$ cat src/rtl/approx_lut_arbiter.sv
// Round-robin arbiter in front of a single lower-part-OR approximate adder.
// One operation in flight: IDLE grants and captures, CALC computes, RESP holds until consumed.
module approx_lut_arbiter #(
    parameter int NREQ = 4,
    parameter int W    = 8,
    localparam int IW  = (NREQ > 1) ? $clog2(NREQ) : 1,
    localparam int KW  = ($clog2(W + 1) > 4) ? $clog2(W + 1) : 4
) (
    input  logic              clk,
    input  logic              rst,
    input  logic [NREQ-1:0]   req_valid,
    output logic [NREQ-1:0]   req_ready,
    input  logic [NREQ*W-1:0] req_a,
    input  logic [NREQ*W-1:0] req_b,
    input  logic [NREQ*4-1:0] req_k,
    input  logic              cfg_exact,
    output logic              resp_valid,
    input  logic              resp_ready,
    output logic [IW-1:0]     resp_id,
    output logic [W:0]        resp_sum,
    output logic [15:0]       approx_cnt,
    output logic [1:0]        dbg_state
);

    typedef enum logic [1:0] {
        S_IDLE = 2'd0,
        S_CALC = 2'd1,
        S_RESP = 2'd2
    } state_t;

    state_t           r_state;
    logic [IW-1:0]    r_rr_ptr;
    logic [W-1:0]     r_a;
    logic [W-1:0]     r_b;
    logic [KW-1:0]    r_k;
    logic [IW-1:0]    r_id;
    logic             r_resp_valid;
    logic [IW-1:0]    r_resp_id;
    logic [W:0]       r_resp_sum;
    logic [15:0]      r_approx_cnt;

    logic [NREQ-1:0]  w_rot;
    logic             w_found;
    logic [IW-1:0]    w_grant;
    logic [IW:0]      w_cand;
    logic [IW-1:0]    w_next_ptr;
    logic [W-1:0]     w_sel_a;
    logic [W-1:0]     w_sel_b;
    logic [3:0]       w_sel_k;
    logic [KW-1:0]    w_k_eff;

    // Rotate the valids so bit 0 is rr_ptr; the first set bit is the grant offset.
    always_comb begin
        w_rot   = NREQ'({req_valid, req_valid} >> r_rr_ptr);
        w_found = 1'b0;
        w_grant = '0;
        w_cand  = '0;
        for (int off = 0; off < NREQ; off++) begin
            if (!w_found && w_rot[off]) begin
                w_found = 1'b1;
                w_cand  = {1'b0, r_rr_ptr} + (IW + 1)'(off);
                if (int'(w_cand) >= NREQ) begin
                    w_cand = w_cand - (IW + 1)'(NREQ);
                end
                w_grant = w_cand[IW-1:0];
            end
        end
    end

    always_comb begin
        req_ready = '0;
        if (!rst && r_state == S_IDLE && w_found) begin
            req_ready[w_grant] = 1'b1;
        end
    end

    assign w_next_ptr = (int'(w_grant) == NREQ - 1) ? '0 : w_grant + 1'b1;
    assign w_sel_a    = W'(req_a >> (int'(w_grant) * W));
    assign w_sel_b    = W'(req_b >> (int'(w_grant) * W));
    assign w_sel_k    = 4'(req_k >> (int'(w_grant) * 4));

    always_comb begin
        if (cfg_exact) begin
            w_k_eff = '0;
        end else if (int'(w_sel_k) > W) begin
            w_k_eff = KW'(W);
        end else begin
            w_k_eff = KW'(w_sel_k);
        end
    end

    logic [W:0] w_lo_mask;
    logic [W:0] w_lo;
    logic [W:0] w_and_sh;
    logic       w_cin;
    logic [W:0] w_hi_a;
    logic [W:0] w_hi_b;
    logic [W:0] w_hi_sum;
    logic [W:0] w_sum;

    // Bits below K are OR'd; the carry into the exact upper adder is a[K-1]&b[K-1].
    always_comb begin
        w_lo_mask = ~({(W + 1){1'b1}} << r_k);
        w_lo      = ({1'b0, r_a} | {1'b0, r_b}) & w_lo_mask;
        w_and_sh  = {1'b0, r_a & r_b} >> (r_k - 1'b1);
        w_cin     = (r_k != '0) & w_and_sh[0];
        w_hi_a    = {1'b0, r_a} >> r_k;
        w_hi_b    = {1'b0, r_b} >> r_k;
        w_hi_sum  = w_hi_a + w_hi_b + (W + 1)'(w_cin);
        w_sum     = (w_hi_sum << r_k) | w_lo;
    end

    always_ff @(posedge clk or posedge rst) begin
        if (rst) begin
            r_state      <= S_IDLE;
            r_rr_ptr     <= '0;
            r_a          <= '0;
            r_b          <= '0;
            r_k          <= '0;
            r_id         <= '0;
            r_resp_valid <= 1'b0;
            r_resp_id    <= '0;
            r_resp_sum   <= '0;
            r_approx_cnt <= '0;
        end else begin
            case (r_state)
                S_IDLE: begin
                    if (w_found) begin
                        r_a      <= w_sel_a;
                        r_b      <= w_sel_b;
                        r_k      <= w_k_eff;
                        r_id     <= w_grant;
                        r_rr_ptr <= w_next_ptr;
                        r_state  <= S_CALC;
                    end
                end
                S_CALC: begin
                    r_resp_sum   <= w_sum;
                    r_resp_id    <= r_id;
                    r_resp_valid <= 1'b1;
                    r_state      <= S_RESP;
                end
                S_RESP: begin
                    if (resp_ready) begin
                        r_resp_valid <= 1'b0;
                        if (r_k != '0 && r_approx_cnt != 16'hFFFF) begin
                            r_approx_cnt <= r_approx_cnt + 16'd1;
                        end
                        r_state <= S_IDLE;
                    end
                end
                default: r_state <= S_IDLE;
            endcase
        end
    end

    assign resp_valid = r_resp_valid;
    assign resp_id    = r_resp_id;
    assign resp_sum   = r_resp_sum;
    assign approx_cnt = r_approx_cnt;
    assign dbg_state  = r_state;

endmodule
$ cat config.mk
export PLATFORM = sky130hd
export DESIGN_NAME = approx_lut_arbiter
export DESIGN_NICKNAME = d
export VERILOG_FILES = /design/src/rtl/approx_lut_arbiter.sv
export SDC_FILE = /design/constraint.sdc
export NUM_CORES = 1
export LEC_CHECK = 0
export CAP_MARGIN = 25
export CELL_PAD_IN_SITES_DETAIL_PLACEMENT = 0
export CELL_PAD_IN_SITES_GLOBAL_PLACEMENT = 1
export CORE_MARGIN = 1.5
export CORE_UTILIZATION = 36
export DETAILED_ROUTE_END_ITERATION = 12
export GPL_TIMING_DRIVEN = 1
export PLACE_DENSITY_LB_ADDON = 0.1
export SLEW_MARGIN = 30
export SYNTH_ARGS = -nofsm -noshare
export SYNTH_HDL_FRONTEND = slang
export SYNTH_SLANG_ARGS = --single-unit
$ cat constraint.sdc
create_clock -name clk -period 4.4 [get_ports clk]
set_input_delay 0.66 -clock clk [delete_from_list [all_inputs] [get_ports clk]]
set_output_delay 0.66 -clock clk [all_outputs]
set_load 0.005 [all_outputs]
==> results by group <==
Run
  • MaxCap Viol Count: 0

Synthesis
  • Primary FF master, synth: dfrtp_1
  • Post-synthesis cell type count: 57
  • Asr flop ratio synth: 100.0%
  • Syn Nets: between 500 and 600
  • Compound-Gate Fraction of Synth Area: 18.98%
  • Synth Cell Area: 4238 sq um
  • Post-Synth Simple-Gate Area: 19.63%
  • Mean post-synth cell area: 8.738 sq um
  • Sequential fraction of the synthesis area: 31.89%
  • Adder-cell share of the synthesized area: ~5.7%
  • Top area cells in the synthesized netlist: dfrtp_1 32%, mux2i_1 7.1%, mux2_2 5.3%
  • Synth warn: 0
  • Proportion of synthesized area in mux cells: 15.59%
  • Xor and xnor fraction of the mapped netlist area: 4.133%
  • Largest family of logic cells by synthesized area: simple AND/OR/NAND/NOR gates
  • Register bit total from synthesis: 54
  • Top-area cell type share of the netlist area: 31.89%
  • Mapped Cells: 485
  • Post-synth EDFFs: 0
  • Area leader, netlist: dfrtp_1

Clock network
  • CTS Sinks: 54
  • Worst skew pair latency: 300 ps
  • Clk buf depth: 2
  • CTS tree: built
  • # Post-CTS Setup Buffers: 0
  • PostCTS Resize Cnt: 0
  • Cts hold-fix bufs: 0
  • H-tree depth: 2
  • Root Driver: clkbuf_16
  • Worst-path clk slew: 80 ps
  • CTS Buf Count: 5

Outcome
  • Status: completed

Finish
  • Ratio of cells with drive above 1 in the final layout: 8.863%
  • Final instance area: 5756 sq um
  • Area growth from synthesis to layout: 35.81%
  • Filler instances: 1068
  • # diodes: 0
  • Nets: 703

Die
  • Initial core utilization: 36.96%
  • Die H: around 110 microns
  • Core Area: 11470 sq um
  • Die Width: 111.5 microns
  • Boundary pin count: 122
  • Die area: 12430 sq um
  • # rows: 39

Setup path
  • R2R cell count: 16
  • Setup slack, reg-to-reg: 650 ps
  • Worst Path Max Fanout: 4
  • CP arrival: 3940 ps
  • Crit path launch type: flip-flop
  • Critical path class: reg2reg
  • Req. time, crit path: 4580 ps
  • Worst r2r src: r_k[0]$_DFFE_PP0P_
  • Setup crit end kind: flip-flop
  • Worst R2R End: resp_sum[7]$_DFFE_PP0P_

Timing
  • Final setup violation count: 0
  • Final Max Tran Viols: 0
  • Fin crit share: 85.32%
  • Worst Max-Slew Pin Slew: 720.6 ps
  • Relative slew slack: 51.91%
  • Final clock skew: 5.385 ps
  • Setup slack after layout: around 650 ps
  • TNS Setup: 0 ps
  • Final min period: around 3800 ps
  • Max Fclk: between 0.2 and 0.3 GHz
  • Final hold violations: 0
  • RSZ-0062 raised after global routing: no

Route
  • Drc violations: 0
  • Initial DRT Pass Iterations: 5
  • Initial drt markers: 284
  • WL/cell: 17.03 microns
  • Vias: around 4100
  • Drt via density: 5.570
  • WL final: 12620 microns
  • DRT antenna net count: 0

Power and ir drop
  • Leakage: 0.002326 uW
  • Max rail drop VDD: between 0.0003 and 0.0004 V
  • Power Density: 823.1 nW/um^2

Placement
  • DP Area: 5602 sq um
  • GPL Wtd Cong: 0.8770
  • Worst slack at placement: 687.6 ps
  • DP HPWL: about 9700 microns
  • Port buffer count: 121

Worst hold path
  • Hold Path End: resp_id[0]$_DFFE_PP0P_
  • Worst hold path type: reg2reg
  • Hold Startpoint: r_id[0]$_DFFE_PP0P_
  • Hold Crit Depth: 2

GRT
  • Vias in the first global route: 4078
  • Total gr overflow: 0
  • Largest net degree at the start of global routing: 54
  • Initial antenna violation count: 0
  • GRT Resource Usage Total: 20.29%
  • First-pass GRT wire length: 20730 microns
## cell usage after synthesis (4+ instances only)
cell type and number:
inv_1 15, o211ai_1 5, nor2b_1 6, dfrtp_1 54, and3_1 9, nor3_1 7, mux2_2 20, nand3_1 12
mux4_2 6, o21ai_0 41, nand4_1 12, buf_2 4, mux2i_1 30, buf_1 6, xnor2_1 16, o22ai_1 4
nor2_1 36, nand4b_1 4, nand2_1 56, a22oi_1 19, clkbuf_1 14, a21oi_1 25, nor4_1 5, or3_1 4
ha_1 16, and2_1 4, a31oi_1 6, xor2_1 4, nand2b_1 6
## registers in the layout (all words and copies together) (netlist names), 2 cells and up
name,flops
approx_cnt,16
resp_sum,9
r_a,8
r_b,8
r_k,4
dbg_state,2
r_id,2
r_rr_ptr,2
resp_id,2
## final cells by class
| class | instances | area (sq um) | share of cell area, % |
|---|---|---|---|
| inverter | 15 | 56.30 | 0.9783 |
| multi-input combinational | 389 | 2721 | 47.28 |
| sequential | 54 | 1351 | 23.48 |
| timing repair buffer | 132 | 1294 | 22.48 |
| clock buffer | 5 | 125.1 | 2.174 |
| clock inverter | 3 | 28.78 | 0.5000 |
| tap | 143 | 178.9 | 3.109 |
## layout by cell type, fill, tap and decap left out, drive strengths merged, types with 8 or more instances in the layout
master,count
dfrtp,54
inv,16
buf,11
nand2,56
and3,9
nor3,8
clkdlybuf4s50,121
xnor2,16
o21ai,41
nand4,12
nor2,37
a22oi,19
mux2i,30
mux2,20
nand3,12
ha,16
a21oi,25
## logic make-up after synthesis
kind of cell	after synthesis
AOI/OAI and AO/OA	126
xor gates and xnor gates	20
adders and majority gates	18
buffers and inverters	42
DFF	54
muxes	56
and+or+nand+nor	169
## worst max-delay path by stage
| stage | from | to | cells after the start |
|---|---|---|---|
| after global placement | r_k[0]$_DFFE_PP0P_ | resp_sum[7]$_DFFE_PP0P_ | 12 |
| after global routing | r_k[0]$_DFFE_PP0P_ | resp_sum[7]$_DFFE_PP0P_ | 17 |
| after detailed placement | r_k[0]$_DFFE_PP0P_ | resp_sum[7]$_DFFE_PP0P_ | 17 |
| after floorplan | r_k[0]$_DFFE_PP0P_ | resp_sum[7]$_DFFE_PP0P_ | 16 |
| final | r_k[0]$_DFFE_PP0P_ | resp_sum[7]$_DFFE_PP0P_ | 16 |
| after CTS | r_k[0]$_DFFE_PP0P_ | resp_sum[7]$_DFFE_PP0P_ | 17 |
## report_power, final
part	switching [uW]	internal [uW]
combinational	1910	1470
clock	202	218
sequential	239	690
total	2360	2380
## per-layer routing
layer,vias up,track usage (%),share of wire [%]
li1,2017,-,-
met1,1935,28.20,47
met2,160,33.21,46
met3,15,3.321,5.9
met4,0,4.810,1.3
met5,-,0,0
## through the flow
step / total power [uW] / std cells / hold WS [ps] / utilization [%]
after floorplan: 3280 / 485 / 438.6 / -
after CTS: 4720 / 741 / 474.8 / 50.19
after global placement: 4278 / 733 / 452.0 / 48.83
after global routing: 5142 / 741 / 504.3 / 50.19
after detailed placement: 4277 / 733 / 456.1 / 48.85
final: 4737 / 741 / 470.3 / 50.19
## worst max-delay path, stage by stage, from the launching register on
cell      delay [ps]
dfrtp_1          340
inv_1             60
ha_1             250
ha_1             360
a311oi_1          70
a31oi_1          160
a21oi_1           90
a211oi_1         270
fa_1             290
inv_1             70
fa_1             400
nor2b_1          170
o221ai_1         210
and3_1           220
o21ai_0          150
o311ai_0         180
o32a_1           350
(Power assumes the default switching activity.)
